## config.mk

```make
export PLATFORM = sky130hd
export DESIGN_NAME = search_dispatcher
export DESIGN_NICKNAME = d
export VERILOG_FILES = /design/src/rtl/search_dispatcher.sv
export SDC_FILE = /design/constraint.sdc
export NUM_CORES = 1
export LEC_CHECK = 0
export ABC_AREA = 0
export CORE_AREA = 2 2 305 307
export CTS_CLUSTER_SIZE = 25
export DETAILED_ROUTE_END_ITERATION = 7
export DIE_AREA = 0 0 307 309
export PLACE_DENSITY = 0.53
export SYNTH_ARGS = -nofsm -noshare
export SYNTH_HDL_FRONTEND = slang
export SYNTH_SLANG_ARGS = --single-unit
```

## constraint.sdc

```tcl
create_clock -name clk -period 5.1 [get_ports clk]
set_input_delay 1.02 -clock clk [delete_from_list [all_inputs] [get_ports clk]]
set_output_delay 1.02 -clock clk [all_outputs]
set_load 0.05 [all_outputs]
```

## src/rtl/search_dispatcher.sv

```systemverilog
`default_nettype none
// search_dispatcher: steps candidate states S, S+step, S+2*step ... through the
// alpha-beta tester and returns each (candidate, result, timeout) on a valid/ready port.
module search_dispatcher #(
  parameter int RST_CYCLES = 2,
  parameter int TIMEOUT    = 4096,
  parameter int CNT_W      = 16
) (
  input  logic             clk,
  input  logic             reset,
  input  logic             start,
  input  logic [127:0]     seed_S,
  input  logic [31:0]      seed_L,
  input  logic [CNT_W-1:0] count,
  input  logic [31:0]      step,
  output logic [127:0]     t_S,
  output logic [31:0]      t_L,
  output logic             t_rst,
  input  logic             t_finish,
  input  logic [127:0]     t_outS,
  output logic             res_valid,
  input  logic             res_ready,
  output logic [CNT_W-1:0] res_idx,
  output logic [127:0]     res_cand,
  output logic [127:0]     res_S,
  output logic             res_timeout,
  output logic             busy,
  output logic             done
);

  localparam int LCNT_W = (RST_CYCLES > 1) ? $clog2(RST_CYCLES) : 1;
  localparam int WCNT_W = (TIMEOUT > 1) ? $clog2(TIMEOUT) : 1;

  typedef enum logic [2:0] {
    S_IDLE = 3'd0,
    S_LOAD = 3'd1,
    S_RUN  = 3'd2,
    S_EMIT = 3'd3,
    S_NEXT = 3'd4
  } state_e;

  state_e             state_q, state_d;
  logic [127:0]       ts_q, ts_d;
  logic [31:0]        tl_q, tl_d;
  logic [31:0]        step_q, step_d;
  logic [CNT_W-1:0]   cnt_q, cnt_d;
  logic [CNT_W-1:0]   idx_q, idx_d;
  logic [LCNT_W-1:0]  lcnt_q, lcnt_d;
  logic [WCNT_W-1:0]  wcnt_q, wcnt_d;
  logic [127:0]       rs_q, rs_d;
  logic               rto_q, rto_d;
  logic               fin_q, fin_d;
  logic               prev_q, prev_d;
  logic               done_q, done_d;
  logic               fin_edge;

  // prev is forced high outside RUN so a finish left high from LOAD cannot count as an edge
  assign fin_edge = fin_q & ~prev_q;

  always_comb begin
    state_d = state_q;
    ts_d    = ts_q;
    tl_d    = tl_q;
    step_d  = step_q;
    cnt_d   = cnt_q;
    idx_d   = idx_q;
    lcnt_d  = lcnt_q;
    wcnt_d  = wcnt_q;
    rs_d    = rs_q;
    rto_d   = rto_q;
    done_d  = 1'b0;
    fin_d   = t_finish;
    prev_d  = (state_q == S_RUN) ? fin_q : 1'b1;

    case (state_q)
      S_IDLE: begin
        if (start) begin
          if (count != '0) begin
            ts_d    = seed_S;
            tl_d    = seed_L;
            step_d  = step;
            cnt_d   = count;
            idx_d   = '0;
            lcnt_d  = '0;
            state_d = S_LOAD;
          end else begin
            done_d = 1'b1;
          end
        end
      end
      S_LOAD: begin
        if (lcnt_q == LCNT_W'(RST_CYCLES - 1)) begin
          wcnt_d  = '0;
          state_d = S_RUN;
        end else begin
          lcnt_d = lcnt_q + LCNT_W'(1);
        end
      end
      S_RUN: begin
        if (fin_edge) begin
          rs_d    = t_outS;
          rto_d   = 1'b0;
          state_d = S_EMIT;
        end else if (wcnt_q == WCNT_W'(TIMEOUT - 1)) begin
          rs_d    = '0;
          rto_d   = 1'b1;
          state_d = S_EMIT;
        end else begin
          wcnt_d = wcnt_q + WCNT_W'(1);
        end
      end
      S_EMIT: begin
        if (res_ready) begin
          if (idx_q == cnt_q - CNT_W'(1)) begin
            done_d  = 1'b1;
            state_d = S_IDLE;
          end else begin
            state_d = S_NEXT;
          end
        end
      end
      S_NEXT: begin
        ts_d    = ts_q + {96'd0, step_q};
        idx_d   = idx_q + CNT_W'(1);
        lcnt_d  = '0;
        state_d = S_LOAD;
      end
      default: state_d = S_IDLE;
    endcase
  end

  always_ff @(posedge clk or negedge reset) begin
    if (!reset) begin
      state_q <= S_IDLE;
      ts_q    <= '0;
      tl_q    <= '0;
      step_q  <= '0;
      cnt_q   <= '0;
      idx_q   <= '0;
      lcnt_q  <= '0;
      wcnt_q  <= '0;
      rs_q    <= '0;
      rto_q   <= 1'b0;
      fin_q   <= 1'b0;
      prev_q  <= 1'b0;
      done_q  <= 1'b0;
    end else begin
      state_q <= state_d;
      ts_q    <= ts_d;
      tl_q    <= tl_d;
      step_q  <= step_d;
      cnt_q   <= cnt_d;
      idx_q   <= idx_d;
      lcnt_q  <= lcnt_d;
      wcnt_q  <= wcnt_d;
      rs_q    <= rs_d;
      rto_q   <= rto_d;
      fin_q   <= fin_d;
      prev_q  <= prev_d;
      done_q  <= done_d;
    end
  end

  assign t_S         = ts_q;
  assign t_L         = tl_q;
  assign t_rst       = (state_q == S_IDLE) || (state_q == S_LOAD) || (state_q == S_NEXT);
  assign res_valid   = (state_q == S_EMIT);
  assign res_idx     = idx_q;
  assign res_cand    = ts_q;
  assign res_S       = rs_q;
  assign res_timeout = rto_q;
  assign busy        = (state_q != S_IDLE);
  assign done        = done_q;

endmodule
`default_nettype wire
```

==> run metrics <==
final hold viol count 0; cts repair resizes 0; first-pass GRT wire length 139 mm; Total GRT Usage 0.197; die height 309 um; final period utilization 0.769; Initial DRT Pass Iterations 5; Worst Hold Class primary input to async pin; Residual DRC 0; crit start category flop; worst-path fanout max 11; worst-skew pair later-pin latency 610 ps; kind of critical path flop to flop; Placed Cells incl. Taps 3,968; chip width 307 um; top_reg_cell synth dfrtp_1; post-route ant nets 0; CTS Hold Bufs 0; Multi-input gate area 9360 um^2; FF-to-FF path depth 13; Avg WL per Cell 24.1 um; cell area after synthesis 20,200 um^2; CP Data Arrival Time 4410 ps; FP Rows 111; routed via count 19,800; Final GP Congestion 0.879; clk slew on worst S/H paths 60 ps; placeable core region 91,400 um^2; R2R Path End res_cand[124]; antenna violations before repair 20; Total Wirelength 98.1 mm; register area 9310 um^2; number of warnings issued by yosys 0; Peak supply drop 0.000475 V; post-route clock skew 43.1 ps; CTS H-tree lvls 2; Slew HR 0.378; drt via density 4.88; Tmin final 3920 ps; RSZ-0062 raised after global routing false; Final Max Tran Viols 0; Syn Nets 2,597; share of cells above drive strength 1 0.0544; non-filler cells, final 4,062; initial DRC count 1,615; syn_area_per_cell 9.09 um^2; fillers 9,484; leak pwr 12.6 nW; max cap viols 0; pin count of the biggest net entering global routing 97; Fmax 255 MHz; Cells after Synth 2,220; grt ovf 0; Critical Path RT 5590 ps; Finish-stage setup viols 0; Initial Utilization 0.221; worst-margin pin slew 924 ps; Yosys reg bits 372; post-CTS setup repair buffer count 0; post-synth cell types 88; R2R Setup Slk 1180 ps; Async SR Flop Fraction 1.00; I/O Buffers 777; # IOs 778; Num CTS Buffers 47; P&R area growth vs syn 48.9%; # nets final 3,208; Seq/Total Area, Yosys 0.461; clock sink count 372; CTS tree yes; vias in the first global route 19,400; die area 94,900 um^2; clock buffer depth 3; TNS Setup 0 ps; Detail Placement HPWL 76.4 mm; outcome complete, no violations; PwrDens 834 nW/um^2; reg2reg start res_cand[0]; Clk Tree Root Cell clkbuf_16; EDFF count, synth 0; crit path capture type flop
[kinds of logic after synthesis]
family / count (synthesis) / share of synthesized area
buffers and inverters: 283 / 0.0774
AOI/OAI and AO/OA: 518 / 0.181
muxes: 38 / 0.0195
adders and majority gates: 36 / 0.0227
and+or+nand+nor: 911 / 0.211
DFF: 372 / 0.461
xor gates and xnor gates: 62 / 0.0269
[area by class of cell]
type	instances	area share
diodes	8	0.000666
clock inverters	18	0.00812
inverters	38	0.00475
flip-flops and latches	372	0.310
repair buffers	807	0.270
well taps	1186	0.0494
multi-input cells	1565	0.311
clock buffers	68	0.0454
[worst max-delay path by stage]
| stage | start | to | slack, ps | cells after the start |
|---|---|---|---|---|
| final | res_cand[0] | res_cand[124] | 1180 | 13 |
| after CTS | res_cand[0] | res_cand[124] | 1180 | 13 |
| after global placement | count[2] | res_cand[121] | 1220 | 11 |
| after global routing | res_cand[0] | res_cand[82] | 960 | 12 |
| after floorplan | res_cand[27] | res_cand[123] | 1870 | 11 |
| after detailed placement | res_cand[0] | res_cand[124] | 1180 | 13 |
[per-stage QoR]
step / cell area, um^2 / hold slack [ps] / utilization / power [mW] / setup slack, ps
floorplan: 20200 / 436 / - / 16.2 / 1870
global placement: 28400 / 458 / 0.311 / 21.5 / 1220
detailed placement: 28400 / 455 / 0.311 / 21.6 / 1180
CTS: 30000 / 477 / 0.329 / 25.2 / 1180
global route: 30000 / 493 / 0.329 / 26.3 / 963
finish: 30000 / 454 / 0.329 / 25.1 / 1180
[cell usage in the layout, fill, tap and decap left out, drive strengths merged, types with 15 or more instances in the layout]
| cell | n |
|---|---|
| a211oi | 28 |
| a21o | 16 |
| a21oi | 91 |
| a22o | 128 |
| a311oi | 21 |
| a31oi | 18 |
| and2 | 15 |
| and3 | 36 |
| buf | 31 |
| clkbuf | 68 |
| clkdlybuf4s50 | 776 |
| dfrtp | 372 |
| ha | 35 |
| inv | 40 |
| mux2i | 28 |
| nand2 | 418 |
| nand3 | 75 |
| nand4 | 43 |
| nor2 | 161 |
| nor3 | 61 |
| nor4 | 25 |
| o211ai | 21 |
| o21ai | 105 |
| or3 | 21 |
| xnor2 | 33 |
| xor2 | 29 |
[cells in the mapped netlist, types with 8 or more instances]
cell / instances / share of area
nand2_1: 415 / 0.077
dfrtp_1: 372 / 0.46
nor2_1: 160 / 0.030
buf_4: 129 / 0.048
a22o_1: 128 / 0.056
o21ai_0: 103 / 0.026
a21oi_1: 91 / 0.023
clkbuf_1: 84 / 0.016
nand3_1: 72 / 0.018
nor3_1: 57 / 0.014
nand4_1: 42 / 0.013
inv_1: 38 / 0.0071
and3_1: 36 / 0.011
ha_1: 35 / 0.022
xnor2_1: 33 / 0.014
xor2_1: 29 / 0.013
a211oi_1: 28 / 0.010
mux2i_1: 28 / 0.014
nor4_1: 22 / 0.0068
o211ai_1: 21 / 0.0078
a311oi_1: 20 / 0.0087
or3_1: 20 / 0.0062
buf_1: 19 / 0.0035
a31oi_1: 18 / 0.0056
a21o_1: 16 / 0.0060
and2_1: 13 / 0.0040
buf_2: 12 / 0.0030
or4_1: 12 / 0.0045
and4_1: 11 / 0.0048
a211o_1: 10 / 0.0043
mux2_2: 10 / 0.0056
o22ai_1: 9 / 0.0028
o21a_1: 8 / 0.0030
[per-layer routing]
layer | wire length [um] | track usage | share of wire | vias to the layer above
met2 | 45300 | 0.310 | 0.46 | 806
met5 | 114 | 0 | 0.0012 | -
li1 | - | - | - | 9095
met1 | 42400 | 0.269 | 0.43 | 9714
met3 | 7300 | 0.0432 | 0.074 | 180
met4 | 3000 | 0.0631 | 0.031 | 20
[state kept, by name (all words and copies together), names as in the netlist]
signal and count:
res_S 128, res_cand 128, step_q 32, t_L 32, cnt_q 16, res_idx 16, wcnt_q 12, state_q 3
done 1, fin_q 1, lcnt_q 1, prev_q 1, res_timeout 1
[power breakdown]
| group | total, mW | switching (mW) | internal (mW) |
|---|---|---|---|
| registers | 6.15 | 1.85 | 4.30 |
| clock network | 3.50 | 1.42 | 2.07 |
| logic | 15.4 | 10.2 | 5.16 |
[critical path, cell delays in order (launching register included)]
cell	delay (ps)
dfrtp_1	380
ha_1	220
inv_1	60
fa_1	400
nor2b_1	170
o2111ai_1	180
nand2_1	190
a211oi_1	210
o2111ai_1	330
buf_4	270
nor3b_2	650
nand4_1	290
o21a_1	270
a211oi_1	200
Note: power is estimated with default switching activity, not from simulation.
==> RTL edit: new RTL, same flow settings <==
Change the parameter `RST_CYCLES` from 2 to 4.
--- a/src/rtl/search_dispatcher.sv
+++ b/src/rtl/search_dispatcher.sv
@@ -4,3 +4,3 @@
 module search_dispatcher #(
-  parameter int RST_CYCLES = 2,
+  parameter int RST_CYCLES = 4,
   parameter int TIMEOUT    = 4096,
Function: not settled (the Yosys comparison gave no result); the edit may change what the design does.
==> RTL edit against the unedited design <==
Routed wire length grew 0.58%; combinational power shrank 4%; synthesized area is 3.8% higher; worst setup slack got worse by 290 ps; via count increased by 8.4%; clock skew up 6.2 ps; design area is 2.5% higher; power decreased by 2.7%; sequential cell count increased by 1; sequential power is 2% lower.
==> RTL edit: results (changes against the unedited design) <==
GP Congestion=0.939 (+6.8%); Placed Cells=4300 (+8.4%); Cells after Synth=2575 (+16%); CP arrival=4730 ps (+320 ps); hold buffer count at CTS=0 (unchanged); HP Class=in2async; Synthesis Warnings=0 (unchanged); Largest stage delay, worst path=780 ps (+130 ps); Syn Nets=2953 (+14%); antenna violations before repair=6 (-70%); Worst Tran Pin Value=1030 ps (+105 ps); layout cell share with drive strength beyond 1=4.90% (-0.54 points); Nets=3542 (+10%); post-synth cell types=77 (-13%); TritonRoute pass-1 iters=5 (unchanged); Worst IR Drop VDD=0.433 mV (-8.8%); clk slew on worst S/H paths=60 ps (about the same); number of buffers on the longest clock path=3 (unchanged); Total Routed Length=98600 um (+0.58%); Worst Path Max Fanout=12 (+1); Worst Skew=49.3 ps (+6.21 ps); first-pass GRT wire length=143000 um (+3.1%); violation count after the first detailed-route iteration=1814 (+12%); Synth area leaders=dfrtp_1 45%, nand2_1 12%, o21ai_0 5.4%, buf_4 4.7%, a21oi_1 3.6%; Total GRT Usage=19.9% (+0.14 points); Port Buffers=777 (unchanged); Worst-Skew Late Latency=610 ps (about the same); Setup Fix Bufs, Post-CTS=0 (unchanged); H-Tree Depth=2 (unchanged); register area share after synthesis=44.5% (-1.6 points); commonest cells in the netlist=660 x nand2_1, 373 x dfrtp_1, 224 x o21ai_0; Synth async-reset ratio=100% (unchanged); pre-CTS setup slack=1000 ps (-183 ps); Top delay family on crit path=compound AO/OA/AOI/OAI gates; Crit-path slowest cell=a2111oi_2; leakage power=0.0126 uW (+0.18%); largest net degree at the start of global routing=129 (+33%); non-filler cells, final=4394 (+8.2%); vias in the first global route=20807 (+7.0%); CTS buffer count=48 (+2.1%); status=finished, final reports clean; PostCTS Resize Cnt=0 (unchanged); vias per cell=4.89 (+0.20%); fillers=9547 (+0.66%); dpl hpwl=73900 um (-3.3%)
==> RTL edit: changes by cell type in the layout (fill, tap and decap cells not counted), moves of 10 or more <==
cell	change
nand2_1	+244
inv_1	-10
o211ai_1	-17
o21ai_0	+122
o22ai_1	+34
nand4_1	+14
a21oi_1	+60
a22o_1	-127
mux2i_1	-27
nor2_1	+39
o221a_2	+10
==> RTL edit: final timing paths <==
check,depth (start not counted),endpoint,slack (ps),startpoint
setup reg to reg,12,res_cand[80],890,res_cand[0]
setup / recovery,12,res_cand[80],890,res_cand[0]
hold reg to reg,1,prev_q,470,fin_q
hold / removal,1,res_S[5],470,reset
min in group clk,1,prev_q,470,fin_q
max in group asynchronous,2,t_L[5],3670,reset
==> RTL edit: layout make-up <==
| type | instances | area [um^2] | share of cell area (%) |
|---|---|---|---|
| Antenna cell | 5 | 12.5 | 0.0406 |
| Clock buffer | 69 | 1390 | 4.52 |
| Clock inverter | 20 | 219 | 0.711 |
| Inverter | 28 | 105 | 0.341 |
| Multi-Input combinational cell | 1899 | 10100 | 32.7 |
| Sequential cell | 373 | 9340 | 30.3 |
| Tap cell | 1186 | 1480 | 4.82 |
| Timing Repair Buffer | 814 | 8190 | 26.6 |
==> RTL edit: routing by layer <==
| metal | wire [um] | global-route usage [%] | share of wire [%] | vias up |
|---|---|---|---|---|
| met5 | 27 | 0 | 0.027 | - |
| met4 | 2490 | 5.14 | 2.5 | 4 |
| met3 | 6190 | 3.49 | 6.3 | 132 |
| met2 | 48400 | 33.6 | 49 | 831 |
| met1 | 41600 | 26.2 | 42 | 10457 |
| li1 | - | - | - | 10053 |
==> RTL edit: kinds of logic (layout without fill, tap and decap cells) <==
group	count (synthesis)	after routing	share of synthesized area, %
other cells	0	5	0
buf+inv	303	931	7.82
fa+ha+maj	37	37	2.25
compound gates	587	587	17.0
mux	5	5	0.263
flops	373	373	44.5
simple gates	1196	1196	25.0
xor+xnor	74	74	3.09
==> RTL edit: metrics by stage <==
stage	instance area [um^2]	hold slack (ps)
2_1_floorplan	21000	426
3_3_place_gp	29200	451
3_5_place_dp	29200	457
4_1_cts	30800	470
5_1_grt	30800	483
6_report	30800	469
==> RTL edit: report_power, final <==
part / total [uW] / switching (uW) / leakage (uW) / internal [uW]
registers: 6030 / 1760 / 0.00411 / 4280
logic: 14800 / 10000 / 0.00772 / 4830
clock network: 3500 / 1480 / 0.000783 / 2010
total: 24400 / 13300 / 0.0126 / 11100
